===== src/rtl/spi_peripheral.sv =====
// Write-only SPI target (mode 0) for the PWM configuration registers.
// SCLK/COPI/nCS are synchronised into the clk domain. 16-bit frames
// (R/W, 7-bit address, 8-bit data; MSB first) are decoded and written
// to one of five 8-bit registers.
module spi_peripheral #(
    parameter logic [6:0] MAX_ADDR = 7'h04
) (
    input  logic       clk,
    input  logic       rst_n,
    input  logic       sclk,
    input  logic       copi,
    input  logic       ncs,
    output logic [7:0] en_reg_out_7_0,
    output logic [7:0] en_reg_out_15_8,
    output logic [7:0] en_reg_pwm_7_0,
    output logic [7:0] en_reg_pwm_15_8,
    output logic [7:0] pwm_duty_cycle
);

    typedef enum logic [1:0] {
        ST_IDLE   = 2'd0,
        ST_RECV   = 2'd1,
        ST_COMMIT = 2'd2
    } state_e;

    localparam logic [4:0] CNT_FULL    = 5'd16;
    localparam logic [4:0] CNT_OVERRUN = 5'd17;

    // Synchroniser chains (s1 -> s2, plus s3 on sclk/ncs for edge detection)
    logic sclk_s1_q, sclk_s2_q, sclk_s3_q;
    logic copi_s1_q, copi_s2_q;
    logic ncs_s1_q, ncs_s2_q, ncs_s3_q;

    logic sclk_rise;
    logic ncs_rise;

    state_e      state_q, state_d;
    logic [15:0] shift_q, shift_d;
    logic [4:0]  cnt_q, cnt_d;
    logic        wr_en;

    logic [7:0] out_7_0_q, out_15_8_q, pwm_7_0_q, pwm_15_8_q, duty_q;

    // Two-flop synchronisers plus one edge-detect stage.
    // ncs chains reset to the deasserted (high) level so that leaving reset
    // never looks like a chip-select edge.
    always_ff @(posedge clk or negedge rst_n) begin
        if (!rst_n) begin
            sclk_s1_q <= 1'b0;
            sclk_s2_q <= 1'b0;
            sclk_s3_q <= 1'b0;
            copi_s1_q <= 1'b0;
            copi_s2_q <= 1'b0;
            ncs_s1_q  <= 1'b1;
            ncs_s2_q  <= 1'b1;
            ncs_s3_q  <= 1'b1;
        end else begin
            // NOTE: non-blocking assignments make every stage sample the
            // previous stage's old value; blocking ones would collapse the chain.
            sclk_s1_q <= sclk;
            sclk_s2_q <= sclk_s1_q;
            sclk_s3_q <= sclk_s2_q;
            copi_s1_q <= copi;
            copi_s2_q <= copi_s1_q;
            ncs_s1_q  <= ncs;
            ncs_s2_q  <= ncs_s1_q;
            ncs_s3_q  <= ncs_s2_q;
        end
    end

    assign sclk_rise = sclk_s2_q & ~sclk_s3_q;
    assign ncs_rise  = ncs_s2_q & ~ncs_s3_q;

    // FSM state, shift register and bit counter.
    always_ff @(posedge clk or negedge rst_n) begin
        if (!rst_n) begin
            state_q <= ST_IDLE;
            shift_q <= '0;
            cnt_q   <= '0;
        end else begin
            state_q <= state_d;
            shift_q <= shift_d;
            cnt_q   <= cnt_d;
        end
    end

    // Next-state logic: receive bits while selected, decide the write on
    // chip-select release. The register write lands on the edge that enters
    // COMMIT, which is edge N+2 after ncs is first sampled high.
    always_comb begin
        // NOTE: every output of this block gets a default first, so no path
        // through the case statement can leave one unassigned (no latches).
        state_d = state_q;
        shift_d = shift_q;
        cnt_d   = cnt_q;
        wr_en   = 1'b0;
        unique case (state_q)
            ST_IDLE: begin
                shift_d = '0;
                cnt_d   = '0;
                if (!ncs_s2_q) state_d = ST_RECV;
            end
            ST_RECV: begin
                if (ncs_rise) begin
                    state_d = ST_COMMIT;
                    wr_en   = (cnt_q == CNT_FULL) && shift_q[15] &&
                              (shift_q[14:8] <= MAX_ADDR);
                end else if (sclk_rise) begin
                    shift_d = {shift_q[14:0], copi_s2_q};
                    if (cnt_q != CNT_OVERRUN) cnt_d = cnt_q + 5'd1;
                end
            end
            ST_COMMIT: begin
                state_d = ST_IDLE;
            end
            default: begin
                state_d = ST_IDLE;
            end
        endcase
    end

    // Configuration registers: only the addressed register is written.
    always_ff @(posedge clk or negedge rst_n) begin
        if (!rst_n) begin
            // NOTE: these five registers are the block's visible state and
            // must read 0x00 out of reset, so each one is explicitly reset.
            out_7_0_q  <= 8'h00;
            out_15_8_q <= 8'h00;
            pwm_7_0_q  <= 8'h00;
            pwm_15_8_q <= 8'h00;
            duty_q     <= 8'h00;
        end else if (wr_en) begin
            case (shift_q[14:8])
                7'h00:   out_7_0_q  <= shift_q[7:0];
                7'h01:   out_15_8_q <= shift_q[7:0];
                7'h02:   pwm_7_0_q  <= shift_q[7:0];
                7'h03:   pwm_15_8_q <= shift_q[7:0];
                7'h04:   duty_q     <= shift_q[7:0];
                default: ;
            endcase
        end
    end

    assign en_reg_out_7_0  = out_7_0_q;
    assign en_reg_out_15_8 = out_15_8_q;
    assign en_reg_pwm_7_0  = pwm_7_0_q;
    assign en_reg_pwm_15_8 = pwm_15_8_q;
    assign pwm_duty_cycle  = duty_q;

endmodule


===== config.mk =====
export PLATFORM = sky130hd
export DESIGN_NAME = spi_peripheral
export DESIGN_NICKNAME = d
export VERILOG_FILES = /design/src/rtl/spi_peripheral.sv
export SDC_FILE = /design/constraint.sdc
export NUM_CORES = 1
export LEC_CHECK = 0
export ABC_CLOCK_PERIOD_IN_PS = 3100
export BUFFER_PORTS_ARGS = -buffer_cell sky130_fd_sc_hd__buf_2
export CORE_MARGIN = 3
export CORE_UTILIZATION = 50
export DETAILED_ROUTE_END_ITERATION = 8
export PLACE_DENSITY = 0.77
export REMOVE_ABC_BUFFERS = 1
export SYNTH_ARGS = -nofsm -noshare
export SYNTH_HDL_FRONTEND = slang
export SYNTH_SLANG_ARGS = --single-unit
export TNS_END_PERCENT = 30

===== constraint.sdc =====
create_clock -name clk -period 3.1 [get_ports clk]
set_input_delay 0.465 -clock clk [delete_from_list [all_inputs] [get_ports clk]]
set_output_delay 0.465 -clock clk [all_outputs]
set_load 0.01 [all_outputs]

**Yosys cells after proc, flatten, opt, wreduce, memory -nomap -nowiden**

Index checks and enable logic that the tools add are counted.
W data, S select, Z words.

- Output and inout port bits: 40
- Register bits after elaboration: 71
- Logic and storage cells: 59
- Bits of input ports: 5

- Add/subtract/negate cells: 1
- Bitwise gates (word level): 4
- Reductions and logical operators: 13
- Mux-type cells: 12
- Order comparisons: 1
- Equality and inequality tests: 12

Operators by type and width:

| kind | number |
|---|---|
| $mux W16 | 2 |
| $pmux W16 S2 | 1 |
| $mux W5 | 3 |
| $eq A7 B2 Y1 const B | 2 |
| $reduce_and A2 Y1 | 6 |
| $ne A2 B2 Y1 const B | 5 |
| $pmux W5 S2 | 1 |
| $eq A7 B1 Y1 const B | 1 |
| $eq A7 B3 Y1 const B | 1 |
| $le A7 B3 Y1 const B | 1 |
| $logic_not A7 Y1 | 1 |
| $add A5 B1 Y5 const B | 1 |
| $eq A5 B5 Y1 const B | 1 |
| $ne A5 B5 Y1 const B | 1 |
| $mux W2 | 2 |
| $pmux W2 S2 | 1 |
| $reduce_and A4 Y1 | 1 |
| $reduce_and A3 Y1 | 1 |
| $and A1 B1 Y1 | 2 |
| $eq A2 B1 Y1 const B | 1 |
| $logic_and A1 B1 Y1 | 2 |
| $logic_not A2 Y1 | 1 |
| $mux W1 | 2 |
| $not A1 Y1 | 2 |
| $reduce_bool A2 Y1 | 1 |

**Depth between registers and ports, before layout**

- Word-level depth: 6
- Gate-level depth with buffers: 7
- Gate-level depth less buffers: 6

**Worst setup path before layout**

OpenSTA, ideal clock, no wires.

- Kind: reg-to-reg
- Start point: register cnt_q[1]
- End point: register duty_q[0], in the netlist pwm_duty_cycle[0]
- Arrival time: 1872 ps
- Path buffers: 0
- Stages on the path, launching flop included: 7
- Clock period less this slack: 1997 ps
- Setup time: 125 ps
- Slack: 1103 ps
- Required time: 2975 ps
- Path through: dfrtp_1 > inv_1 > ha_1 > and4bb_2 > nand4_4 > nor4b_4 > mux2_2

- Word-level cells in the longest chain between the ends: 6

RTL lines:

| what | RTL line | source |
|---|---|---|
| from (decl) | 39 | `logic [4:0] cnt_q, cnt_d;` |
| from (signal assigned) | 83 | `cnt_q <= cnt_d;` |
| $eq A5 B5 Y1 | 106 | `wr_en = (cnt_q == CNT_FULL) && shift_q[15] &&` |
| $logic_and A1 B1 Y1 (2 in a row) | 106 |  |
| $mux W1 | 104 | `if (ncs_rise) begin` |
| $mux W1 | 97 | `unique case (state_q)` |
| $reduce_and A2 Y1 (no source line) | n/a |  |
| to (signal assigned) | 138 | `7'h04: duty_q <= shift_q[7:0];` |
| to (decl) | 42 | `logic [7:0] out_7_0_q, out_15_8_q, pwm_7_0_q, pwm_15_8_q, duty_q;` |

No other way between the ends.
A chain may end at the register's enable or synchronous reset.

**Final worst setup path**

- Start point: register cnt_q[0]
- End point: register pwm_15_8_q[4], in the netlist en_reg_pwm_15_8[4]

- Word-level cells in the longest chain between the ends: 6

RTL lines:

| what | RTL line | source |
|---|---|---|
| $eq A5 B5 Y1 | 106 |  |
| $logic_and A1 B1 Y1 (2 in a row) | 106 |  |
| $mux W1 | 104 |  |
| $mux W1 | 97 |  |
| $reduce_and A2 Y1 (no source line) | n/a |  |
| to (signal assigned) | 137 | `7'h03: pwm_15_8_q <= shift_q[7:0];` |
| to (decl) | 42 |  |

No other way between the ends.

==> run summary <==
Switching Fraction: 23.3%
skew final: 0.00976 ns
Post-Route WL: 5130 um
# diodes: 0
Buffers & Inverters on Critical Path: 1
Initial DRC Count: 109
CP cell instances: inv_1 -> ha_1 -> and4bb_2 -> nand4_4 -> nand4bb_1 -> mux2_2
post-route setup TNS: 0 ns
Netlist Area Pre-Place: 0.00280 sq mm
DR pass1 iterations: 4
crit share post-route: 75.1%
CP delay by family, top: simple AND/OR/NAND/NOR gates
busiest grt layer: met2
CTS H-tree depth: 3
drt drc: 0
worst skew pair latency: 0.34 ns
area added between synthesis and finish: 18.5%
met3 Usage GRT: 7.54%
Post-DP HPWL: 3390 um
Worst path slowest cell: nand4bb_1
Total GRT Usage: 17.4%
IO buf count: 44
CP max FO: 8
NetSw: 436 uW
slew margin rel.: 50.7%
gp weighted congestion: 0.752
Clock Path Buffers: 2
final hold vios: 0
crit start category: register
YS warnings: 0
site row count: 26
Mapped Cells: 179
Final ANT Viol Nets: 0
Worst Hold Class: in -> async
combinational fraction of design power: 4.3%
power per cell area: 563 mW/mm^2
max_cap viols: 0
Seq pwr share: 51.7%
WHS: 0.180 ns
biggest area consumer among synthesized cells: dfrtp_1
largest net degree at the start of global routing: 36
final setup fails: 0
initial core utilization: 53.2%
vias per cell: 5.35
Yosys reg bits: 71
Final nets: 237
clock-pin slew of the registers on the worst-case setup and hold paths: 0.08 ns
hold-fix buffers at CTS: 0
layout cell share with drive strength beyond 1: 49.1%
final setup margin: 0.773 ns
R2R cell count: 6
post-DR wirelength/cell: 16.9 um
EDFF count, synth: 0
logic depth of the worst path, buffers included: 6
initial antenna violation count: 0
met2 usage: 25.5%
ys async rst share: 100%
number of setup buffers added after CTS: 0
Yosys cell types: 32
actual slew at the worst max-slew pin: 0.736 ns
IO Pins: 45
root buffer cell: clkbuf_8
WS Path Type: reg -> reg
ys flop type: dfrtp_1
core area: 0.00527 sq mm
CTS tree: done
Synth top area share: 60.7%
Die Ht: 80.9 um
routed via count: 1,627
# fillers: 400
VDD IR max: 0.376 mV
first-pass GRT wire length: 8300 um
top cells by area, synth: dfrtp_1 61%, mux2_2 16%, a22o_1 5.0%
Slew Limit Fails: 0
setup repair after global routing missed its margin: no
grt ovf: 0
Num CTS Buffers: 9
DP Worst Slack: 0.738 ns
leakage: 1.72 nW
CP endpoint kind: register
WP data arrival: 2.55 ns
DIE AREA: 0.00654 sq mm
Die W: 80.9 um
slowest stage delay, CP: 0.66 ns
post-cts gate resize count: 0
clock share of power: 44.0%
Seq/Total Area, Yosys: 63.5%
Post-Syn Area per Cell: 15.7 sq um
met1 GRT Util: 23.9%
status: complete, no violations
Achievable Freq: 430 MHz
vias in the first global route: 1,663
clock sinks: 71
data required time of the worst path: 3.33 ns
Int Pwr: 1.43 mW
Tmin final: 2.33 ns
## routing by layer
layer	wire length, um	vias up	share of wire, %
met5	0	-	0
met3	314	2	6.1
met4	29	0	0.57
li1	-	755	-
met1	2420	831	47
met2	2360	39	46
## state kept, by name, indices dropped and copies added, names as in the netlist
name and flops:
cnt_q 5, copi_s1_q 1, copi_s2_q 1, en_reg_out_15_8 8, en_reg_out_7_0 8, en_reg_pwm_15_8 8, en_reg_pwm_7_0 8, ncs_s1_q 1
ncs_s2_q 1, ncs_s3_q 1, pwm_duty_cycle 8, sclk_s1_q 1, sclk_s2_q 1, sclk_s3_q 1, shift_q 16, state_q 2
## path summary, 6_finish.rpt
| check | from | end | slack (ns) |
|---|---|---|---|
| max | cnt_q[0]$_DFFE_PN0P_ | en_reg_pwm_15_8[4]$_DFFE_PN0P_ | 0.77 |
| max reg2reg | cnt_q[0]$_DFFE_PN0P_ | en_reg_pwm_15_8[4]$_DFFE_PN0P_ | 0.77 |
| min | rst_n | pwm_duty_cycle[5]$_DFFE_PN0P_ | 0.18 |
| max in group asynchronous | rst_n | ncs_s1_q$_DFF_PN1_ | 2.14 |
| min reg2reg | sclk_s1_q$_DFF_PN0_ | sclk_s2_q$_DFF_PN0_ | 0.35 |
| min in group clk | ncs | ncs_s1_q$_DFF_PN1_ | 0.22 |
## final cells by class
class,count,area [sq um],share of cell area [%]
clock buffers,9,124,3.73
clock inverters,7,103,3.09
inverters,3,11.3,0.339
multi-input cells,97,975,29.3
well taps,70,87.6,2.64
flip-flops and latches,71,1780,53.6
repair buffers,47,243,7.30
## power groups by stage
stage	logic [mW]	clock network, mW	registers (mW)
floorplan	0.0444	0	0.980
global placement	0.0806	0	0.983
detailed placement	0.0820	0	0.985
CTS	0.0831	0.839	0.968
global route	0.0921	0.884	0.972
finish	0.0803	0.822	0.968
## synth_stat cells, types with 2 or more instances
cell type / count
dfrtp_1: 68
clkbuf_1: 4
buf_1: 3
dfstp_2: 3
nor2b_1: 2
nor2_1: 4
nand2b_1: 3
nor4_1: 2
nor4b_4: 3
xnor2_1: 2
nand2_1: 4
mux2_2: 40
inv_1: 3
a22o_1: 16
a21oi_1: 3
ha_1: 3
## placed cells by master, fill, tap and decap left out, types with 2 or more instances in the layout
cell type,n
nor4b_4,3
bufinv_16,2
nand2b_1,3
a22o_1,16
dfrtp_1,68
buf_2,44
nor2b_1,2
nand2_1,4
ha_1,3
nor2_1,4
a21oi_1,3
buf_4,3
mux2_2,40
inv_6,3
xnor2_1,2
clkbuf_8,9
dfstp_2,3
nor4_1,2
inv_1,3
## kinds of logic (layout without fill, tap and decap cells)
group / after synthesis / count (layout) / synth area share [%]
flops: 71 / 71 / 63.5
simple gates: 27 / 27 / 9.64
compound gates: 25 / 25 / 7.10
xor+xnor: 2 / 2 / 0.625
buf+inv: 11 / 66 / 1.74
mux: 40 / 40 / 16.1
fa+ha+maj: 3 / 3 / 1.34
## stage by stage
stage / instance area, sq um / utilization [%] / power, mW / std cells
floorplan: 2770 / - / 1.02 / 171
global placement: 3100 / 58.8 / 1.06 / 288
detailed placement: 3100 / 58.8 / 1.07 / 288
CTS: 3320 / 63.1 / 1.89 / 304
global route: 3320 / 63.1 / 1.95 / 304
finish: 3320 / 63.1 / 1.87 / 304
Note: power is estimated with default switching activity, not from simulation.
